File: src/rtl/order_book_responder_if.sv
`default_nettype none
// +----------------------------------------------------------------------+
// | Module   : order_book_responder_if                                   |
// | Purpose  : Parser -> order-book command handshake bundle.            |
// |            The master drives a command and holds master_valid until  |
// |            it sees slave_ready; the slave answers with a status.     |
// | Revision : 1.0  initial release                                      |
// +----------------------------------------------------------------------+
interface order_book_responder_if;
  logic        master_valid;
  logic [11:0] stock_activate;
  logic [31:0] in_order_id;
  logic [31:0] in_quantity;
  logic [63:0] in_price;
  logic        slave_ready;
  logic [2:0]  resp_status;
  logic [31:0] resp_order_id;
  logic [1:0]  resp_stock;

  modport master (
    output master_valid, stock_activate, in_order_id, in_quantity, in_price,
    input  slave_ready, resp_status, resp_order_id, resp_stock
  );

  modport slave (
    input  master_valid, stock_activate, in_order_id, in_quantity, in_price,
    output slave_ready, resp_status, resp_order_id, resp_stock
  );
endinterface
`default_nettype wire

File: src/rtl/order_book_responder.sv
`default_nettype none
// +----------------------------------------------------------------------+
// | Module   : order_book_responder                                      |
// | Purpose  : Slave end of the parser command handshake. Applies ADD /  |
// |            DELETE / DECREASE to a 4-stock x DEPTH order table using  |
// |            a fixed-latency linear scan, then pulses slave_ready with |
// |            a status code. Exports per-stock occupancy.               |
// | Revision : 1.0  initial release                                      |
// +----------------------------------------------------------------------+
module order_book_responder #(
  parameter int DEPTH = 8,
  parameter int CNT_W = 4
) (
  input  wire                     clk,
  input  wire                     resetn,
  order_book_responder_if.slave   bus,
  output logic [4*CNT_W-1:0]      occupancy
);

  localparam int IDX_W = (DEPTH > 1) ? $clog2(DEPTH) : 1;

  localparam logic [2:0] c_IDLE = 3'd0;
  localparam logic [2:0] c_SCAN = 3'd1;
  localparam logic [2:0] c_EXEC = 3'd2;
  localparam logic [2:0] c_RESP = 3'd3;
  localparam logic [2:0] c_HOLD = 3'd4;

  localparam logic [1:0] c_OP_ADD = 2'd0;
  localparam logic [1:0] c_OP_DEL = 2'd1;
  localparam logic [1:0] c_OP_DEC = 2'd2;

  localparam logic [2:0] c_ST_OK        = 3'd0;
  localparam logic [2:0] c_ST_FULL      = 3'd1;
  localparam logic [2:0] c_ST_DUP       = 3'd2;
  localparam logic [2:0] c_ST_NOT_FOUND = 3'd3;
  localparam logic [2:0] c_ST_BAD_CMD   = 3'd4;
  localparam logic [2:0] c_ST_REMOVED   = 3'd5;

  localparam logic [IDX_W-1:0] c_LAST_IDX = IDX_W'(DEPTH - 1);

  // FSM state
  logic [2:0] r_state;
  logic [2:0] w_next;

  // FSM-derived strobes
  logic w_capture;
  logic w_scan;
  logic w_exec;

  // Captured command
  logic [1:0]  r_stock;
  logic [1:0]  r_op;
  logic        r_bad;
  logic [31:0] r_cmd_id;
  logic [31:0] r_cmd_qty;
  logic [63:0] r_cmd_price;

  // Scan bookkeeping
  logic [IDX_W-1:0] r_idx;
  logic             r_free_found;
  logic [IDX_W-1:0] r_free_idx;
  logic             r_match_found;
  logic [IDX_W-1:0] r_match_idx;

  // Order tables
  logic        r_valid [4][DEPTH];
  logic [31:0] r_id    [4][DEPTH];
  logic [31:0] r_qty   [4][DEPTH];
  logic [63:0] r_price [4][DEPTH];
  logic [CNT_W-1:0] r_occ [4];

  // Registered response
  logic        r_ready;
  logic [2:0]  r_status;
  logic [31:0] r_resp_id;
  logic [1:0]  r_resp_stock;

  // Command decode
  logic       w_onehot;
  logic [1:0] w_dec_stock;
  logic [1:0] w_dec_op;

  // Decode the one-hot select into stock index and operation; bit 11 is stock0 ADD
  always_comb begin
    w_onehot    = (bus.stock_activate != 12'd0) &&
                  ((bus.stock_activate & (bus.stock_activate - 12'd1)) == 12'd0);
    w_dec_stock = 2'd0;
    w_dec_op    = c_OP_ADD;
    for (int s = 0; s < 4; s++) begin
      if (bus.stock_activate[11 - 3*s]) begin
        w_dec_stock = 2'(s);
        w_dec_op    = c_OP_ADD;
      end
      if (bus.stock_activate[10 - 3*s]) begin
        w_dec_stock = 2'(s);
        w_dec_op    = c_OP_DEL;
      end
      if (bus.stock_activate[9 - 3*s]) begin
        w_dec_stock = 2'(s);
        w_dec_op    = c_OP_DEC;
      end
    end
  end

  // State register
  always_ff @(posedge clk) begin
    if (!resetn) r_state <= c_IDLE;
    else         r_state <= w_next;
  end

  // Next-state logic; the scan always runs the full table for fixed latency
  always_comb begin
    w_next = r_state;
    case (r_state)
      c_IDLE: if (bus.master_valid) w_next = w_onehot ? c_SCAN : c_EXEC;
      c_SCAN: if (r_idx == c_LAST_IDX) w_next = c_EXEC;
      c_EXEC: w_next = c_RESP;
      c_RESP: w_next = bus.master_valid ? c_HOLD : c_IDLE;
      c_HOLD: if (!bus.master_valid) w_next = c_IDLE;
      default: w_next = c_IDLE;
    endcase
  end

  // Output decode: per-state strobes that steer the datapath
  always_comb begin
    w_capture = (r_state == c_IDLE) && bus.master_valid;
    w_scan    = (r_state == c_SCAN);
    w_exec    = (r_state == c_EXEC);
  end

  // Datapath: capture, scan one entry per cycle, apply command, register response
  always_ff @(posedge clk) begin
    if (!resetn) begin
      for (int s = 0; s < 4; s++) begin
        r_occ[s] <= '0;
        for (int e = 0; e < DEPTH; e++) r_valid[s][e] <= 1'b0;
      end
      r_ready       <= 1'b0;
      r_status      <= c_ST_OK;
      r_resp_id     <= '0;
      r_resp_stock  <= '0;
      r_idx         <= '0;
      r_free_found  <= 1'b0;
      r_free_idx    <= '0;
      r_match_found <= 1'b0;
      r_match_idx   <= '0;
      r_stock       <= '0;
      r_op          <= c_OP_ADD;
      r_bad         <= 1'b0;
      r_cmd_id      <= '0;
      r_cmd_qty     <= '0;
      r_cmd_price   <= '0;
    end else begin
      r_ready <= 1'b0;

      if (w_capture) begin
        r_stock       <= w_dec_stock;
        r_op          <= w_dec_op;
        r_bad         <= !w_onehot;
        r_cmd_id      <= bus.in_order_id;
        r_cmd_qty     <= bus.in_quantity;
        r_cmd_price   <= bus.in_price;
        r_idx         <= '0;
        r_free_found  <= 1'b0;
        r_match_found <= 1'b0;
      end

      if (w_scan) begin
        if (!r_valid[r_stock][r_idx] && !r_free_found) begin
          r_free_found <= 1'b1;
          r_free_idx   <= r_idx;
        end
        if (r_valid[r_stock][r_idx] && (r_id[r_stock][r_idx] == r_cmd_id)) begin
          r_match_found <= 1'b1;
          r_match_idx   <= r_idx;
        end
        r_idx <= r_idx + 1'b1;
      end

      if (w_exec) begin
        r_ready      <= 1'b1;
        r_resp_id    <= r_cmd_id;
        r_resp_stock <= r_bad ? 2'd0 : r_stock;
        if (r_bad) begin
          r_status <= c_ST_BAD_CMD;
        end else begin
          case (r_op)
            c_OP_ADD: begin
              if (r_match_found) begin
                r_status <= c_ST_DUP;
              end else if (!r_free_found) begin
                r_status <= c_ST_FULL;
              end else begin
                r_valid[r_stock][r_free_idx] <= 1'b1;
                r_id[r_stock][r_free_idx]    <= r_cmd_id;
                r_qty[r_stock][r_free_idx]   <= r_cmd_qty;
                r_price[r_stock][r_free_idx] <= r_cmd_price;
                r_occ[r_stock]               <= r_occ[r_stock] + 1'b1;
                r_status                     <= c_ST_OK;
              end
            end
            c_OP_DEL: begin
              if (r_match_found) begin
                r_valid[r_stock][r_match_idx] <= 1'b0;
                r_occ[r_stock]                <= r_occ[r_stock] - 1'b1;
                r_status                      <= c_ST_OK;
              end else begin
                r_status <= c_ST_NOT_FOUND;
              end
            end
            default: begin
              // A zero decrement is a no-op even when the stored quantity is zero
              if (!r_match_found) begin
                r_status <= c_ST_NOT_FOUND;
              end else if (r_cmd_qty == 32'd0) begin
                r_status <= c_ST_OK;
              end else if (r_cmd_qty >= r_qty[r_stock][r_match_idx]) begin
                r_valid[r_stock][r_match_idx] <= 1'b0;
                r_occ[r_stock]                <= r_occ[r_stock] - 1'b1;
                r_status                      <= c_ST_REMOVED;
              end else begin
                r_qty[r_stock][r_match_idx] <= r_qty[r_stock][r_match_idx] - r_cmd_qty;
                r_status                    <= c_ST_OK;
              end
            end
          endcase
        end
      end
    end
  end

  // Drive the bus and pack occupancy counters, stock0 in the LSBs
  always_comb begin
    bus.slave_ready   = r_ready;
    bus.resp_status   = r_status;
    bus.resp_order_id = r_resp_id;
    bus.resp_stock    = r_resp_stock;
    occupancy         = '0;
    for (int s = 0; s < 4; s++) occupancy[s*CNT_W +: CNT_W] = r_occ[s];
  end

endmodule
`default_nettype wire

File: src/flat_wrapper.sv
// flat-port wrapper written by rule: the top's interface ports become plain ports
module order_book_responder_flat 
#(
  parameter int DEPTH = 8,
  parameter int CNT_W = 4
)
  (clk, resetn, occupancy, bus_master_valid, bus_stock_activate, bus_in_order_id, bus_in_quantity, bus_in_price, bus_slave_ready, bus_resp_status, bus_resp_order_id, bus_resp_stock);
  order_book_responder_if bus_i ();
  input  wire clk;
  input  wire resetn;
  output logic [4*CNT_W-1:0] occupancy;
  input wire logic [$bits(bus_i.master_valid)-1:0] bus_master_valid;
  input wire logic [$bits(bus_i.stock_activate)-1:0] bus_stock_activate;
  input wire logic [$bits(bus_i.in_order_id)-1:0] bus_in_order_id;
  input wire logic [$bits(bus_i.in_quantity)-1:0] bus_in_quantity;
  input wire logic [$bits(bus_i.in_price)-1:0] bus_in_price;
  output wire logic [$bits(bus_i.slave_ready)-1:0] bus_slave_ready;
  output wire logic [$bits(bus_i.resp_status)-1:0] bus_resp_status;
  output wire logic [$bits(bus_i.resp_order_id)-1:0] bus_resp_order_id;
  output wire logic [$bits(bus_i.resp_stock)-1:0] bus_resp_stock;
  assign bus_i.master_valid = bus_master_valid;
  assign bus_i.stock_activate = bus_stock_activate;
  assign bus_i.in_order_id = bus_in_order_id;
  assign bus_i.in_quantity = bus_in_quantity;
  assign bus_i.in_price = bus_in_price;
  assign bus_slave_ready = bus_i.slave_ready;
  assign bus_resp_status = bus_i.resp_status;
  assign bus_resp_order_id = bus_i.resp_order_id;
  assign bus_resp_stock = bus_i.resp_stock;
  order_book_responder #(.DEPTH(DEPTH), .CNT_W(CNT_W)) u_core (.clk(clk), .resetn(resetn), .bus(bus_i), .occupancy(occupancy));
endmodule
File: config.mk
export PLATFORM = sky130hd
export DESIGN_NAME = order_book_responder_flat
export DESIGN_NICKNAME = d
export VERILOG_FILES = /design/src/rtl/order_book_responder_if.sv /design/src/rtl/order_book_responder.sv /design/src/flat_wrapper.sv
export SDC_FILE = /design/constraint.sdc
export NUM_CORES = 2
export LEC_CHECK = 0
export CAP_MARGIN = 0
export CORE_MARGIN = 2
export CORE_UTILIZATION = 60
export DETAILED_ROUTE_END_ITERATION = 12
export HOLD_SLACK_MARGIN = 0.12
export PLACE_DENSITY = 0.86
export SYNTH_ARGS = -nofsm -noshare
export SYNTH_HDL_FRONTEND = slang
export SYNTH_SLANG_ARGS = --single-unit
File: constraint.sdc
create_clock -name clk -period 10.81 [get_ports clk]
set_clock_uncertainty 0.05 [all_clocks]
set_input_delay 2.162 -clock clk [delete_from_list [all_inputs] [get_ports clk]]
set_output_delay 2.162 -clock clk [all_outputs]
set_load 0.01 [all_outputs]
Yosys cells after proc, flatten, opt, wreduce, memory -nomap -nowiden

Memory sizes are Yosys's and may differ from the RTL's. A register that Yosys moved wholly into a read port is not among the register bits.
Index checks and enable logic that the tools add are counted.

Bits in registers: 121
Bits in writable memories: 2096
Bits of input ports: 143
Output and inout port bits: 54
Word-level logic and storage cells: 722
Memories kept: 4

Memories:

| memory         | words | bits a word | read ports | clocked after memory_dff | write ports | RTL line                   | text |
|---|---|---|---|---|---|---|---|
| u_core.r_id    | 4     | 256         | 1          | 1                        | 1           | order_book_responder.sv:67 | `logic [31:0] r_id [4][DEPTH];` |
| u_core.r_qty   | 4     | 256         | 1          | 1                        | 1           | order_book_responder.sv:68 | `logic [31:0] r_qty [4][DEPTH];` |
| u_core.r_valid | 4     | 8           | 1          | 1                        | 4           | order_book_responder.sv:66 | `logic r_valid [4][DEPTH];` |
| u_core.r_occ   | 4     | 4           | 5          | 1                        | 4           | order_book_responder.sv:70 | `logic [CNT_W-1:0] r_occ [4];` |

Add/subtract/negate cells: 5
$lt $le $gt $ge: 6
Eq/ne operators: 10
Mux-type cells: 383
Bitwise operators: 278
Reductions and logical operators: 21

Operator list:

| kind                    | count |
|---|---|
| $mux W256               | 2 |
| $mux W1                 | 318 |
| $or A1 B1 Y1            | 274 |
| $bmux W32 S3            | 2 |
| $demux W32 S3           | 2 |
| $mux W32                | 6 |
| $mux W2                 | 29 |
| $mux W8                 | 5 |
| $mux W3                 | 11 |
| $eq A32 B32 Y1          | 1 |
| $ge A32 B32 Y1          | 1 |
| $logic_not A32 Y1       | 1 |
| $sub A32 B32 Y32        | 1 |
| $pmux W3 S5             | 1 |
| $and A12 B12 Y12        | 1 |
| $ge A4 B4 Y1 const B    | 3 |
| $logic_not A12 Y1       | 1 |
| $mux W4                 | 3 |
| $not A3 Y4              | 3 |
| $reduce_bool A12 Y1     | 1 |
| $sub A12 B1 Y12 const B | 1 |
| $lt A4 B1 Y1 const B    | 2 |
| $reduce_or A8 Y1        | 1 |
| $demux W1 S3            | 2 |
| 19 further kinds        | 31 |

Longest topological paths before layout

Depth after elaboration: 16
Mapped depth: 26
Depth with buffers taken out: 15

Worst setup path after synthesis

OpenSTA, ideal clock, no wires.

Kind: register to register
From: reg (tool-made name)
To: mem u_core.r_qty[1][192] in the netlist's numbering, enable pin
Library setup time: 421 ps
Data arrival time: 6771 ps
Required time: 10339 ps
Setup slack: 3568 ps
Stages on the path, launching flop included: 26
Buffers on the path: 12
Period minus slack after synthesis: 7242 ps
Path through: dfxtp_1 buf_6 buf_12 buf_6 buf_6 buf_6 buf_4 buf_2 buf_4 buf_2 mux4_2 a22oi_1 nand4_1 ha_1 clkbuf_1 nand2_1 o211a_1 o31ai_1 a31oi_1 a2bb2oi_1 a21boi_0 clkbuf_1 and2_1 clkbuf_1 a21oi_1 nor2_1

RTL lines:

| element       | RTL line |
|---|---|
| end, declared | order_book_responder.sv:68 |

==> implementation parameters <==
Parameter                              Value

STA
  Transition at the pin with the smallest max-transition slack    1.33 ns
  RSZ-0062 raised after global routing    no
  Hold violation count in the final report    0
  Maximum operating frequency    120 MHz
  Share of the cycle needed by the critical path after routing    77.2%
  Worst-case setup margin in the final layout    ~2.5 ns
  Slew Limit Headroom    around 11%
  Number of pins with negative max-slew slack in the final report    0
  Final setup TNS    0 ns
  Final min period    approximately 8.3 ns
  Worst hold margin    about 0.41 ns
  # setup viols final    0

Layout
  Final design instance area without fill    101000 µm²
  Most used cells in the layout excluding fill and tap cells    sky130_fd_sc_hd__edfxtp_1, sky130_fd_sc_hd__mux4_2, sky130_fd_sc_hd__nand2_1
  Most common cell after layout, fill and taps aside    sky130_fd_sc_hd__edfxtp_1
  Filler cells    roughly 8400
  Share of layout cells above drive strength 1    approximately 20%
  Number of nets in the layout    approximately 5400
  Area growth from synthesis to final layout    12.0%

Hold path
  Path class of the lowest-slack min-delay path    reg2reg
  Start point of the worst hold path    u_core.bus.resp_order_id[16]

Die
  Row count    141
  Die Area    approximately 150000 µm²
  Die Height    about 390 µm
  Initial Utilization    between 60% and 70%
  Core area    148000 µm²
  I/O pin count    197
  Die Wd    just under 400 µm

Synthesis
  Main synth FF type    sky130_fd_sc_hd__edfxtp_1
  Proportion of netlist area held by the largest area contributor    70.1%
  Yosys warning count    0
  Library cell occupying the most area in the post-synthesis netlist    sky130_fd_sc_hd__edfxtp_1
  Proportion of synthesized flip-flops having asynchronous set or reset    0%
  Netlist Area Pre-Place    89800 µm²
  Number of synthesized flops with an enable pin    2095
  Number of nets produced by synthesis    approximately 5200
  Unique cell type count in the Yosys netlist    80
  Synthesized area divided by synthesized cell count    17.9 µm²
  Most area-consuming cells after synthesis    sky130_fd_sc_hd__edfxtp_1, sky130_fd_sc_hd__mux4_2, sky130_fd_sc_hd__dfxtp_1, sky130_fd_sc_hd__nand2_1, sky130_fd_sc_hd__o21ai_0
  Number of standard cells after synthesis    a little over 5000
  Sequential-to-total area share from yosys stat    72.8%
  Synthesis-stage register bit count    2219

Setup path
  Kind of critical path    reg2reg
  Max FO, Critical Path    77
  Startpoint type of the worst setup path    register
  Required time reported for the critical path endpoint    11.30 ns
  Setup slack on the worst flop-to-flop path    2.46 ns
  Arrival time at the worst endpoint    8.83 ns
  Worst Setup End Kind    register

Clock network
  CTS Root Cell    sky130_fd_sc_hd__clkbuf_16
  Clock Path Buffers    3
  H-tree depth    4
  Post-cts sizing count    0
  Sinks on Clock Net    2219
  Clock transition at the registers of the reported paths    0.06 ns
  Clock tree from TritonCTS    done
  Number of CTS-inserted buffers    206
  Clock latency on the worst-skew pair    0.89 ns
  Hold-fix buffers, CTS    0
  Post CTS Setup Buffer Count    0

Power and ir drop
  Pwr Density    184 nW/µm²
  Post-route total power    18.5 mW
  Largest voltage drop on the vdd net    0.000163 V
  Leakage power    ~32 nW

Global route
  Number of antenna violations at the first check in global routing    7
  Overall Global Routing Usage    between 30 and 40%
  First-pass GRT wire length    371000 µm
  Residual overflow from global routing    0
  Pin count of the biggest net entering global routing    132
  Vias in the first global route    54900

Placed design
  Total of buffers placed on input and output ports    132
  Cell area after placement    around 94000 µm²
  Placer congestion estimate    a little under 0.9
  Final HPWL DP    between 100000 and 150000 µm
  Pre-CTS WS    2.94 ns

Drt
  Vias/cell    7.46
  Aggregate routed wire length    ~260000 µm
  Initial detailed-routing violation count    9747
  Average detailed-routed wire length per instance    35.6 µm
  # DRC    0
  Via count    54500
  DRT antenna net count    0
  First drt pass iteration count    12

Outcome
  Run status    finished clean

Job
  Number of violations of the max-capacitance limit    0
## registers in the layout (all words and copies together) (netlist names), 2 cells and up, named ones only
| signal | count |
|---|---|
| u_core.r_op | 2 |
| u_core.r_match_idx | 3 |
| u_core.bus.resp_order_id | 32 |
| u_core.r_occ | 16 |
| u_core.r_cmd_id | 32 |
| u_core.r_cmd_qty | 32 |
| u_core.r_free_idx | 3 |
| u_core.r_state | 3 |
| u_core.r_idx | 3 |
| u_core.r_id | 1024 |
| u_core.r_valid | 32 |
| u_core.r_qty | 1024 |
| u_core.r_stock | 2 |
| u_core.bus.resp_status | 3 |
| u_core.bus.resp_stock | 2 |
## stage by stage
step	instances	utilization, %
floorplan	5026	-
finish	7305	67.9
CTS	7304	67.9
global placement	6914	63.3
detailed placement	6914	63.3
global route	7304	67.9
## synth_stat cells (all sizes together) (5+ instances only)
cell type,n
mux4,514
mux2,8
nand3,23
nor2,152
a21o,24
or4,5
edfxtp,2095
xnor2,41
a2111oi,6
nor4,19
nor3,29
mux2i,117
a22oi,158
nand3b,7
a211oi,7
a221oi,11
o21ai,315
nand2,506
nand2b,9
o31ai,25
nor2b,17
nand4,44
or2,5
and3,23
a22o,18
a21oi,157
dfxtp,124
buf,117
nor3b,12
a21boi,9
inv,58
ha,36
and2,7
a31oi,17
xor2,28
clkbuf,220
and3b,5
## layer usage
layer / vias up / global-route usage [%] / part of all wire (%)
met3: 1246 / 12.5 / 17
met2: 5957 / 52.6 / 46
met4: 12 / 17.6 / 6.1
li1: 20500 / - / -
met1: 26800 / 42.7 / 31
met5: - / 0 / 0.030
## report_power, final
group          internal, mW  switching (mW)  total (mW)  leakage (nW)
Clock                  3.99            3.29        7.28          3.30
Sequential             9.47          0.0900        9.56          20.3
Combinational         0.623            1.04        1.66          8.03
## area by class of cell
type                    count  area [µm²]  area share, %
flip-flops and latches   2219       65400           65.0
multi-input cells        2411       23200           23.0
clock buffers             279        5620           5.59
repair buffers            295        2590           2.58
well taps                1930        2410           2.40
clock inverters           111        1130           1.12
inverters                  59         224          0.223
diodes                      1        2.50        0.00249
## worst max-delay path, cell delays in order (launching register included)
cell and delay (ns):
sky130_fd_sc_hd__dfxtp_4 0.75, sky130_fd_sc_hd__buf_12 0.54, sky130_fd_sc_hd__mux4_2 0.64, sky130_fd_sc_hd__a22oi_1 0.29, sky130_fd_sc_hd__nand4_1 0.24, sky130_fd_sc_hd__ha_1 0.45
sky130_fd_sc_hd__and3_1 0.22, sky130_fd_sc_hd__nor3b_1 0.78, sky130_fd_sc_hd__a31oi_1 0.51, sky130_fd_sc_hd__a2bb2oi_1 0.25, sky130_fd_sc_hd__a21boi_1 0.33, sky130_fd_sc_hd__buf_4 0.29
sky130_fd_sc_hd__and2_1 0.56, sky130_fd_sc_hd__a21oi_1 0.40, sky130_fd_sc_hd__nor2_4 1.02, sky130_fd_sc_hd__buf_4 0.51
## cell families (layout without fill, tap and decap cells)
logic type | Yosys count | count (layout) | share of synthesized area, %
buf+inv | 396 | 744 | 2.01
other cells | 0 | 1 | 0
compound gates | 796 | 796 | 5.43
flops | 2219 | 2219 | 72.8
xor+xnor | 69 | 69 | 0.673
mux | 639 | 639 | 14.3
simple gates | 868 | 868 | 4.21
fa+ha+maj | 39 | 39 | 0.546
## path summary, 6_finish.rpt
check,end,depth (start not counted)
hold / removal,u_core.bus.resp_order_id[16],2
setup reg to reg,u_core.r_qty[2][36],15
setup / recovery,u_core.r_qty[2][36],15
hold reg to reg,u_core.bus.resp_order_id[16],2
Power figures use the tool's default switching activity.
